**config.mk**
```make
export PLATFORM = sky130hd
export DESIGN_NAME = ddr3_avl_arbiter_flat
export DESIGN_NICKNAME = d
export VERILOG_FILES = /design/src/rtl/ddr3_avl_arbiter_if.sv /design/src/rtl/ddr3_avl_arbiter.sv /design/src/flat_wrapper.sv
export SDC_FILE = /design/constraint.sdc
export NUM_CORES = 1
export LEC_CHECK = 0
export CORE_MARGIN = 2
export CORE_UTILIZATION = 37
export CTS_CLUSTER_SIZE = 12
export DETAILED_ROUTE_END_ITERATION = 10
export PLACE_DENSITY = 0.81
export SKIP_LAST_GASP = 1
export SYNTH_ARGS = -nofsm -noshare
export SYNTH_HDL_FRONTEND = slang
export SYNTH_SLANG_ARGS = --single-unit
export TNS_END_PERCENT = 50
```
**constraint.sdc**
```tcl
create_clock -name ddr3_clk -period 2.67 [get_ports ddr3_clk]
set_clock_uncertainty 0.2 [all_clocks]
set_input_delay 0.267 -clock ddr3_clk [delete_from_list [all_inputs] [get_ports ddr3_clk]]
set_output_delay 0.267 -clock ddr3_clk [all_outputs]
set_load 0.03 [all_outputs]
```
**src/rtl/ddr3_avl_arbiter_if.sv**
```systemverilog
// Bundle between the display read engine, the frame write engine, the arbiter and
// the DDR3 controller's Avalon slave. The arbiter uses master; the environment uses slave.
interface ddr3_avl_arbiter_if #(
    parameter int DATA_W = 64,
    parameter int ADDR_W = 26
);
    logic              rd_req;
    logic [ADDR_W-1:0] rd_addr;
    logic              rd_urgent;
    logic              rd_ready;
    logic              wr_req;
    logic [ADDR_W-1:0] wr_addr;
    logic [DATA_W-1:0] wr_data;
    logic              wr_ready;
    logic              ddr3_avl_ready;
    logic              ddr3_avl_burstbegin;
    logic              ddr3_avl_read_req;
    logic              ddr3_avl_write_req;
    logic [ADDR_W-1:0] ddr3_avl_addr;
    logic [DATA_W-1:0] ddr3_avl_wdata;
    logic [2:0]        ddr3_avl_size;
    logic [15:0]       rd_cmd_count;
    logic [15:0]       wr_burst_count;

    modport master (
        input  rd_req, rd_addr, rd_urgent, wr_req, wr_addr, wr_data, ddr3_avl_ready,
        output rd_ready, wr_ready, ddr3_avl_burstbegin, ddr3_avl_read_req,
               ddr3_avl_write_req, ddr3_avl_addr, ddr3_avl_wdata, ddr3_avl_size,
               rd_cmd_count, wr_burst_count
    );

    modport slave (
        output rd_req, rd_addr, rd_urgent, wr_req, wr_addr, wr_data, ddr3_avl_ready,
        input  rd_ready, wr_ready, ddr3_avl_burstbegin, ddr3_avl_read_req,
               ddr3_avl_write_req, ddr3_avl_addr, ddr3_avl_wdata, ddr3_avl_size,
               rd_cmd_count, wr_burst_count
    );
endinterface

```
**src/rtl/ddr3_avl_arbiter.sv**
```systemverilog
// Round-robin-per-burst arbiter sharing one DDR3 Avalon port between a read engine
// and a write engine. state | meaning: IDLE | no grant; GNT_RD | read granted; GNT_WR | write burst in progress
module ddr3_avl_arbiter #(
    parameter int BURST_LEN = 4,
    parameter int DATA_W    = 64,
    parameter int ADDR_W    = 26
) (
    input logic                ddr3_clk,
    input logic                ddr3_reset_n,
    ddr3_avl_arbiter_if.master bus
);
    typedef enum logic [1:0] {IDLE, GNT_RD, GNT_WR} state_t;

    localparam logic [2:0] LAST_BEAT = 3'(BURST_LEN - 1);

    state_t            state, state_nxt;
    logic              last_gnt, last_gnt_nxt;
    logic [2:0]        beat_cnt, beat_cnt_nxt;
    logic [ADDR_W-1:0] addr_lat, addr_lat_nxt;
    logic [15:0]       rd_cnt, rd_cnt_nxt;
    logic [15:0]       wr_cnt, wr_cnt_nxt;

    // last selects who gave way last time; urgency always wins for the read side
    function automatic state_t arbitrate(input logic rq, input logic ru,
                                         input logic wq, input logic last);
        state_t r;
        r = IDLE;
        if (rq && ru)      r = GNT_RD;
        else if (rq && wq) r = last ? GNT_RD : GNT_WR;
        else if (rq)       r = GNT_RD;
        else if (wq)       r = GNT_WR;
        return r;
    endfunction

    always_ff @(posedge ddr3_clk) begin
        if (!ddr3_reset_n) begin
            state    <= IDLE;
            last_gnt <= 1'b1;
            beat_cnt <= '0;
            addr_lat <= '0;
            rd_cnt   <= '0;
            wr_cnt   <= '0;
        end else begin
            state    <= state_nxt;
            last_gnt <= last_gnt_nxt;
            beat_cnt <= beat_cnt_nxt;
            addr_lat <= addr_lat_nxt;
            rd_cnt   <= rd_cnt_nxt;
            wr_cnt   <= wr_cnt_nxt;
        end
    end

    always_comb begin
        state_nxt    = state;
        last_gnt_nxt = last_gnt;
        beat_cnt_nxt = beat_cnt;
        addr_lat_nxt = addr_lat;
        rd_cnt_nxt   = rd_cnt;
        wr_cnt_nxt   = wr_cnt;

        bus.rd_ready            = 1'b0;
        bus.wr_ready            = 1'b0;
        bus.ddr3_avl_burstbegin = 1'b0;
        bus.ddr3_avl_read_req   = 1'b0;
        bus.ddr3_avl_write_req  = 1'b0;
        bus.ddr3_avl_addr       = '0;
        bus.ddr3_avl_wdata      = '0;

        case (state)
            IDLE: begin
                state_nxt = arbitrate(bus.rd_req, bus.rd_urgent, bus.wr_req, last_gnt);
            end
            GNT_RD: begin
                // Gated by rd_req so a grant left over from re-arbitration never
                // issues a command once the engine has withdrawn its request.
                bus.ddr3_avl_read_req   = bus.rd_req;
                bus.ddr3_avl_burstbegin = bus.rd_req;
                bus.ddr3_avl_addr       = bus.rd_addr;
                bus.rd_ready            = bus.ddr3_avl_ready;
                if (!bus.rd_req) begin
                    state_nxt = IDLE;
                end else if (bus.ddr3_avl_ready) begin
                    rd_cnt_nxt   = rd_cnt + 16'd1;
                    last_gnt_nxt = 1'b0;
                    state_nxt    = arbitrate(bus.rd_req, bus.rd_urgent, bus.wr_req, 1'b0);
                end
            end
            GNT_WR: begin
                bus.ddr3_avl_write_req  = bus.wr_req;
                bus.ddr3_avl_wdata      = bus.wr_data;
                bus.ddr3_avl_burstbegin = bus.wr_req && (beat_cnt == 3'd0);
                bus.ddr3_avl_addr       = (beat_cnt == 3'd0) ? bus.wr_addr : addr_lat;
                bus.wr_ready            = bus.ddr3_avl_ready;
                if (bus.wr_req && bus.ddr3_avl_ready) begin
                    if (beat_cnt == 3'd0) addr_lat_nxt = bus.wr_addr;
                    if (beat_cnt == LAST_BEAT) begin
                        beat_cnt_nxt = '0;
                        wr_cnt_nxt   = wr_cnt + 16'd1;
                        last_gnt_nxt = 1'b1;
                        state_nxt    = arbitrate(bus.rd_req, bus.rd_urgent, bus.wr_req, 1'b1);
                    end else begin
                        beat_cnt_nxt = beat_cnt + 3'd1;
                    end
                end else if (!bus.wr_req && beat_cnt == 3'd0) begin
                    // No beat issued yet, so the grant is released rather than held.
                    state_nxt = IDLE;
                end
            end
            default: state_nxt = IDLE;
        endcase
    end

    assign bus.ddr3_avl_size  = 3'(BURST_LEN);
    assign bus.rd_cmd_count   = rd_cnt;
    assign bus.wr_burst_count = wr_cnt;
endmodule

```
**src/flat_wrapper.sv**
```systemverilog
// flat-port wrapper written by rule: the top's interface ports become plain ports
module ddr3_avl_arbiter_flat 
#(
    parameter int BURST_LEN = 4,
    parameter int DATA_W    = 64,
    parameter int ADDR_W    = 26
)
  (ddr3_clk, ddr3_reset_n, bus_rd_req, bus_rd_addr, bus_rd_urgent, bus_wr_req, bus_wr_addr, bus_wr_data, bus_ddr3_avl_ready, bus_rd_ready, bus_wr_ready, bus_ddr3_avl_burstbegin, bus_ddr3_avl_read_req, bus_ddr3_avl_write_req, bus_ddr3_avl_addr, bus_ddr3_avl_wdata, bus_ddr3_avl_size, bus_rd_cmd_count, bus_wr_burst_count);
  ddr3_avl_arbiter_if #(.DATA_W(DATA_W), .ADDR_W(ADDR_W)) bus_i ();
  input logic ddr3_clk;
  input logic ddr3_reset_n;
  input wire logic [$bits(bus_i.rd_req)-1:0] bus_rd_req;
  input wire logic [$bits(bus_i.rd_addr)-1:0] bus_rd_addr;
  input wire logic [$bits(bus_i.rd_urgent)-1:0] bus_rd_urgent;
  input wire logic [$bits(bus_i.wr_req)-1:0] bus_wr_req;
  input wire logic [$bits(bus_i.wr_addr)-1:0] bus_wr_addr;
  input wire logic [$bits(bus_i.wr_data)-1:0] bus_wr_data;
  input wire logic [$bits(bus_i.ddr3_avl_ready)-1:0] bus_ddr3_avl_ready;
  output wire logic [$bits(bus_i.rd_ready)-1:0] bus_rd_ready;
  output wire logic [$bits(bus_i.wr_ready)-1:0] bus_wr_ready;
  output wire logic [$bits(bus_i.ddr3_avl_burstbegin)-1:0] bus_ddr3_avl_burstbegin;
  output wire logic [$bits(bus_i.ddr3_avl_read_req)-1:0] bus_ddr3_avl_read_req;
  output wire logic [$bits(bus_i.ddr3_avl_write_req)-1:0] bus_ddr3_avl_write_req;
  output wire logic [$bits(bus_i.ddr3_avl_addr)-1:0] bus_ddr3_avl_addr;
  output wire logic [$bits(bus_i.ddr3_avl_wdata)-1:0] bus_ddr3_avl_wdata;
  output wire logic [$bits(bus_i.ddr3_avl_size)-1:0] bus_ddr3_avl_size;
  output wire logic [$bits(bus_i.rd_cmd_count)-1:0] bus_rd_cmd_count;
  output wire logic [$bits(bus_i.wr_burst_count)-1:0] bus_wr_burst_count;
  assign bus_i.rd_req = bus_rd_req;
  assign bus_i.rd_addr = bus_rd_addr;
  assign bus_i.rd_urgent = bus_rd_urgent;
  assign bus_i.wr_req = bus_wr_req;
  assign bus_i.wr_addr = bus_wr_addr;
  assign bus_i.wr_data = bus_wr_data;
  assign bus_i.ddr3_avl_ready = bus_ddr3_avl_ready;
  assign bus_rd_ready = bus_i.rd_ready;
  assign bus_wr_ready = bus_i.wr_ready;
  assign bus_ddr3_avl_burstbegin = bus_i.ddr3_avl_burstbegin;
  assign bus_ddr3_avl_read_req = bus_i.ddr3_avl_read_req;
  assign bus_ddr3_avl_write_req = bus_i.ddr3_avl_write_req;
  assign bus_ddr3_avl_addr = bus_i.ddr3_avl_addr;
  assign bus_ddr3_avl_wdata = bus_i.ddr3_avl_wdata;
  assign bus_ddr3_avl_size = bus_i.ddr3_avl_size;
  assign bus_rd_cmd_count = bus_i.rd_cmd_count;
  assign bus_wr_burst_count = bus_i.wr_burst_count;
  ddr3_avl_arbiter #(.BURST_LEN(BURST_LEN), .DATA_W(DATA_W), .ADDR_W(ADDR_W)) u_core (.ddr3_clk(ddr3_clk), .ddr3_reset_n(ddr3_reset_n), .bus(bus_i));
endmodule
```
* After elaboration in Yosys (flattened, before gate mapping)
Index checks and enable logic that the tools add are counted.
Word-level totals: memories kept 0, bits in writable memories 0, word-level logic and storage cells 62, bits in read-only memories 0, register bits 64, latch bits 0
Operators by class: $mul 0, muxes and demuxes 29, reduce and logical (&&, ||, !) cells 14, shift operators 0, equal/unequal tests 10, bitwise logic cells 0, divide/modulo/power cells 0, $add $sub $neg 3, magnitude comparators 0
Operator list (number):
- $mux 64 | 1
- $pmux 26 s2 | 1
- $add 16x1->16 const B | 2
- $mux 2 | 14
- $mux 26 | 1
- $reduce_and 3->1 | 3
- $mux 1 | 8
- $ne 3x3->1 const B | 2
- $pmux 2 s3 | 1
- $logic_and 1x1->1 | 5
- $reduce_and 5->1 | 1
- $ne 2x1->1 const B | 2
- $ne 2x2->1 const B | 2
- $pmux 1 s2 | 2
- $add 3x1->3 const B | 1
- $eq 3x2->1 const B | 1
- $logic_not 3->1 | 1
- $mux 3 | 1
- $ne 3x1->1 const B | 1
- $eq 2x1->1 const B | 1
- $eq 2x2->1 const B | 1
- $logic_not 2->1 | 1
- $reduce_and 2->1 | 1
- $reduce_bool 2->1 | 1
- $logic_not 1->1 | 1

* Logic depth before layout (Yosys ltp)
depth after elaboration 7, gate-level depth with buffers 8, depth with buffers taken out 6

* Least setup slack after synthesis
Ideal clock, no wire load.
path type register to output, from reg u_core.state[0], to out bus_ddr3_avl_burstbegin, arrival 1.962 ns, data required time 2.203 ns, path slack 0.241 ns, cell stages (with the launch flop) 7, cells stage by stage dfxtp_1 -> inv_1 -> ha_1 -> clkbuf_1 -> and2_1 -> nand2_1 -> a21boi_0
On the way: longest elaborated chain between the ends 2, elaborated cells on any way between the ends 3, classes of those cells eq/ne (2); mux (1)
Ends and longest elaborated chain:
- start: declaration | line ddr3_avl_arbiter.sv:16 | state_t state, state_nxt;
- start signal: assignment | line ddr3_avl_arbiter.sv:44 | state <= state_nxt;
- $eq 2x2->1 or $eq 2x1->1 (tied branches)
- $pmux 1 s2 * | line ddr3_avl_arbiter.sv:69 | case (state)
- end: declaration | line flat_wrapper.sv:21 | output wire logic [$bits(bus_i.ddr3_avl_burstbegin)-1:0] bus_ddr3_avl_burstbegin;
Mark *: on every way between the ends. The rest lies on a longest branch, timed or not.

* Worst setup path in the final report
from reg u_core.state[0], to out bus_ddr3_avl_wdata[49]
On the way: longest elaborated chain between the ends 2
Ends and longest elaborated chain:
- $eq 2x2->1 | line ddr3_avl_arbiter.sv:69
- $mux 64 | line ddr3_avl_arbiter.sv:69
- end: declaration | line flat_wrapper.sv:25 | output wire logic [$bits(bus_i.ddr3_avl_wdata)-1:0] bus_ddr3_avl_wdata;
Every way passes these cells.

==> summary by stage <==
STA
The maximum operating frequency is 0.387 GHz. The post-route minimum period is 2.58 ns. The total count of hold-check failures in the final report came to 0. Setup repair after global routing could not meet its margin everywhere. The worst-case setup margin in the final layout is 0.0883 ns. The number of max-slew violations in the final report is 0. The worst slew slack as a fraction of its limit is 0.386. At the pin with the least slew margin, the transition time is 0.922 ns. The final setup violation count is 0.

Dividing the final minimum period by the clock period gives 0.967.

Yosys
The cell taking the most area after synthesis is dfxtp_1. The mapped netlist covers 3970 um^2. The portion of synthesized cell area occupied by the leading cell type is 0.323. The share of the Yosys chip area taken by registers is 0.323. The number of enable-type register cells in the synthesized netlist is 0. The most used flip-flop cell after synthesis is dfxtp_1. The most numerous cell in the Yosys netlist is and2_1. Ranked by instance count, the synthesized netlist is headed by 71 x and2_1, 64 x dfxtp_1, 47 x nor2_1. In this run, synthesis produced a sequential element count of 64. The synthesized netlist contains 36 unique library cells. For this run, asynchronously set or reset flops after synthesis account for 0. The post-synthesis instance total is 487.

The mean cell area of the mapped netlist is 8.14 um^2. The number of warnings issued by yosys is 0. Yosys attributes the largest share of cell area to dfxtp_1 32%, and2_1 11%, mux2_2 7.4%.

Route
The via total after detailed routing is 4384. The count of nets left with antenna violations after detail routing is 0. The highest metal layer with signal wires is met4.

The number of detailed-route iterations in the first pass is 5. The met2 layer wire length in the routed design is 7000 um. The detailed-routed wire length on met3 is 1070 um. The average routed wire per standard cell is 16.5 um. The post-detailed-route via-to-cell ratio is 5.05.

The final routed DRC violation total is 0. The starting DRC count in detailed routing is 201. The final layout contains routed wiring with a total length of 14400 um. After detailed routing, the wire length on met1 is 6130 um.

CTS
The clock passes through at most 2 buffers. The total clock buffers created by CTS is 9. The CTS H-tree depth is 3. Clock tree synthesis selected as its root buffer the cell clkbuf_8. TritonCTS built the clock tree. The number of buffers inserted for hold repair after clock tree synthesis is 0. At the later pin of the worst-skew pair, clock insertion delay measures 0.34 ns. CTS saw 64 sinks. The clock-pin transition on the worst setup and hold timing paths is 0.07 ns.

Die
The die extent in x is 108 um. The boundary pin count is 252. The region available for standard cell placement spans 10400 um^2. The initial standard-cell utilization of the core is 0.382.

The die covers 11600 um^2. The floorplan step set the die height to 108 um. The number of rows created at floorplan is 37.

Critical path
Data on the critical path arrives at its endpoint at 2.11 ns. The category of the critical setup timing path is flop to output pin. The startpoint kind of the worst setup timing path is a flop. The critical-path maximum fanout is 53. Data on the critical path is required at its endpoint by 2.20 ns. The worst setup path is captured at an output pin.

Flow run
Max-cap violations in this run came to 0.

Global route
The total routing resource utilization after global routing is 0.235. The via count of the first global-routing pass came to 4279. The total grt overflow is 0. The global-route wire length before repair is 21700 um. The pin count of the biggest net entering global routing is 76. The initial antenna violation count is 0.

Place
Prior to clock tree synthesis, the placed netlist has a worst setup slack of 0.0949 ns. At the end of routability-driven placement, the weighted congestion stood at 0.836. The HPWL reported at the end of detailed placement is 10800 um. Input and output buffers added on the ports amount to 248.

Pwr
The worst vdd rail ir drop is 0.207 mV. The power per standard cell area is 386 nW/um^2. The power after layout is 2.67 mW.

The leakage component of the power is 2.63 nW.

Cells and area
The count of antenna diodes in the layout is 0. The proportion of layout cells with a drive suffix above 1 is 0.142. The final-stage net count is 857. The layout-stage area growth over the synthesis result is 74.1%.

Status
The flow ran to the end, and the final reports show no timing, DRC or antenna violations.

Min path
The path class of the tightest hold or removal check is flop to flop.
-- worst max-delay path: stages, from the launching register on --
cell	delay, ns
dfxtp_1	0.35
inv_2	0.12
ha_4	0.22
buf_12	0.24
and2_1	0.16
clkdlybuf4s50_1	0.68
-- per-layer routing --
layer  track usage  vias to the layer above
li1              -                     2175
met1         0.287                     2032
met2         0.407                      159
met3        0.0623                       18
met4        0.0641                        0
met5             0                        -
-- what timing repair did --
item | 4_1_cts | 5_1_grt
setup endpoints to repair | 19 | 57
cloned | 0 | 2
gates resized for setup | 35 | 45
setup buffers | 0 | 1
-- worst paths after layout --
check	cells after the start	end	start	slack (ns)
max	5	bus_ddr3_avl_wdata[49]	u_core.state[0]	0.09
min	2	u_core.bus.rd_cmd_count[15]	u_core.bus.rd_cmd_count[15]	0.28
max reg2reg	6	u_core.bus.rd_cmd_count[14]	u_core.state[1]	0.30
min reg2reg	2	u_core.bus.rd_cmd_count[15]	u_core.bus.rd_cmd_count[15]	0.28
-- metrics by stage --
| step | instances | util | area, um^2 | hold WS [ns] | TNS [ns] |
|---|---|---|---|---|---|
| floorplan | 488 | - | 3970 | 0.219 | 0 |
| global placement | 849 | 0.643 | 6670 | 0.258 | 0 |
| detailed placement | 849 | 0.643 | 6670 | 0.270 | 0 |
| CTS | 865 | 0.664 | 6890 | 0.284 | -0.0834 |
| global route | 868 | 0.666 | 6900 | 0.301 | -0.342 |
| finish | 868 | 0.666 | 6900 | 0.281 | 0 |
-- cell usage in the layout, fill, tap and decap left out, types with 5 or more instances in the layout --
master and n:
nand2b_1 11, clkbuf_2 10, ha_1 6, o21ai_0 6, nand2_1 25, inv_1 11
buf_12 9, xor2_1 7, buf_4 25, xnor2_1 8, and4_1 6, a32oi_1 26
a21oi_1 16, nor2_1 47, and2_1 71, nor2b_1 26, mux2_2 26, mux2i_1 12
nand4_1 6, nor3_1 5, clkbuf_8 10, buf_2 8, dfxtp_1 64, a22oi_1 25
nand3_1 15, clkdlybuf4s50_1 211
-- cell families after synthesis --
kind of cell / synth area share
xor+xnor: 0.0331
flops: 0.323
fa+ha+maj: 0.0252
other cells: 0.00189
compound gates: 0.145
simple gates: 0.313
buf+inv: 0.0549
mux: 0.104
-- where the power goes --
part / total [mW] / internal, mW / switching [mW]
Sequential: 0.976 / 0.966 / 0.00999
Clock: 0.927 / 0.550 / 0.378
Combinational: 0.764 / 0.401 / 0.364
Total: 2.67 / 1.92 / 0.751
-- cell type report --
class                   count  area (um^2)
clock buffers              11          141
multi-input cells         370         2510
repair buffers            268         2670
fillers                   856         3470
flip-flops and latches     64         1280
well taps                 136          170
inverters                  14         52.6
clock inverters             5         80.1
-- flip-flops by register name, summed over array words and instances (netlist names) --
signal                     count
u_core.beat_cnt                3
u_core.last_gnt                1
u_core.bus.rd_cmd_count       16
u_core.bus.wr_burst_count     16
u_core.addr_lat               26
u_core.state                   2
(Power assumes the default switching activity.)
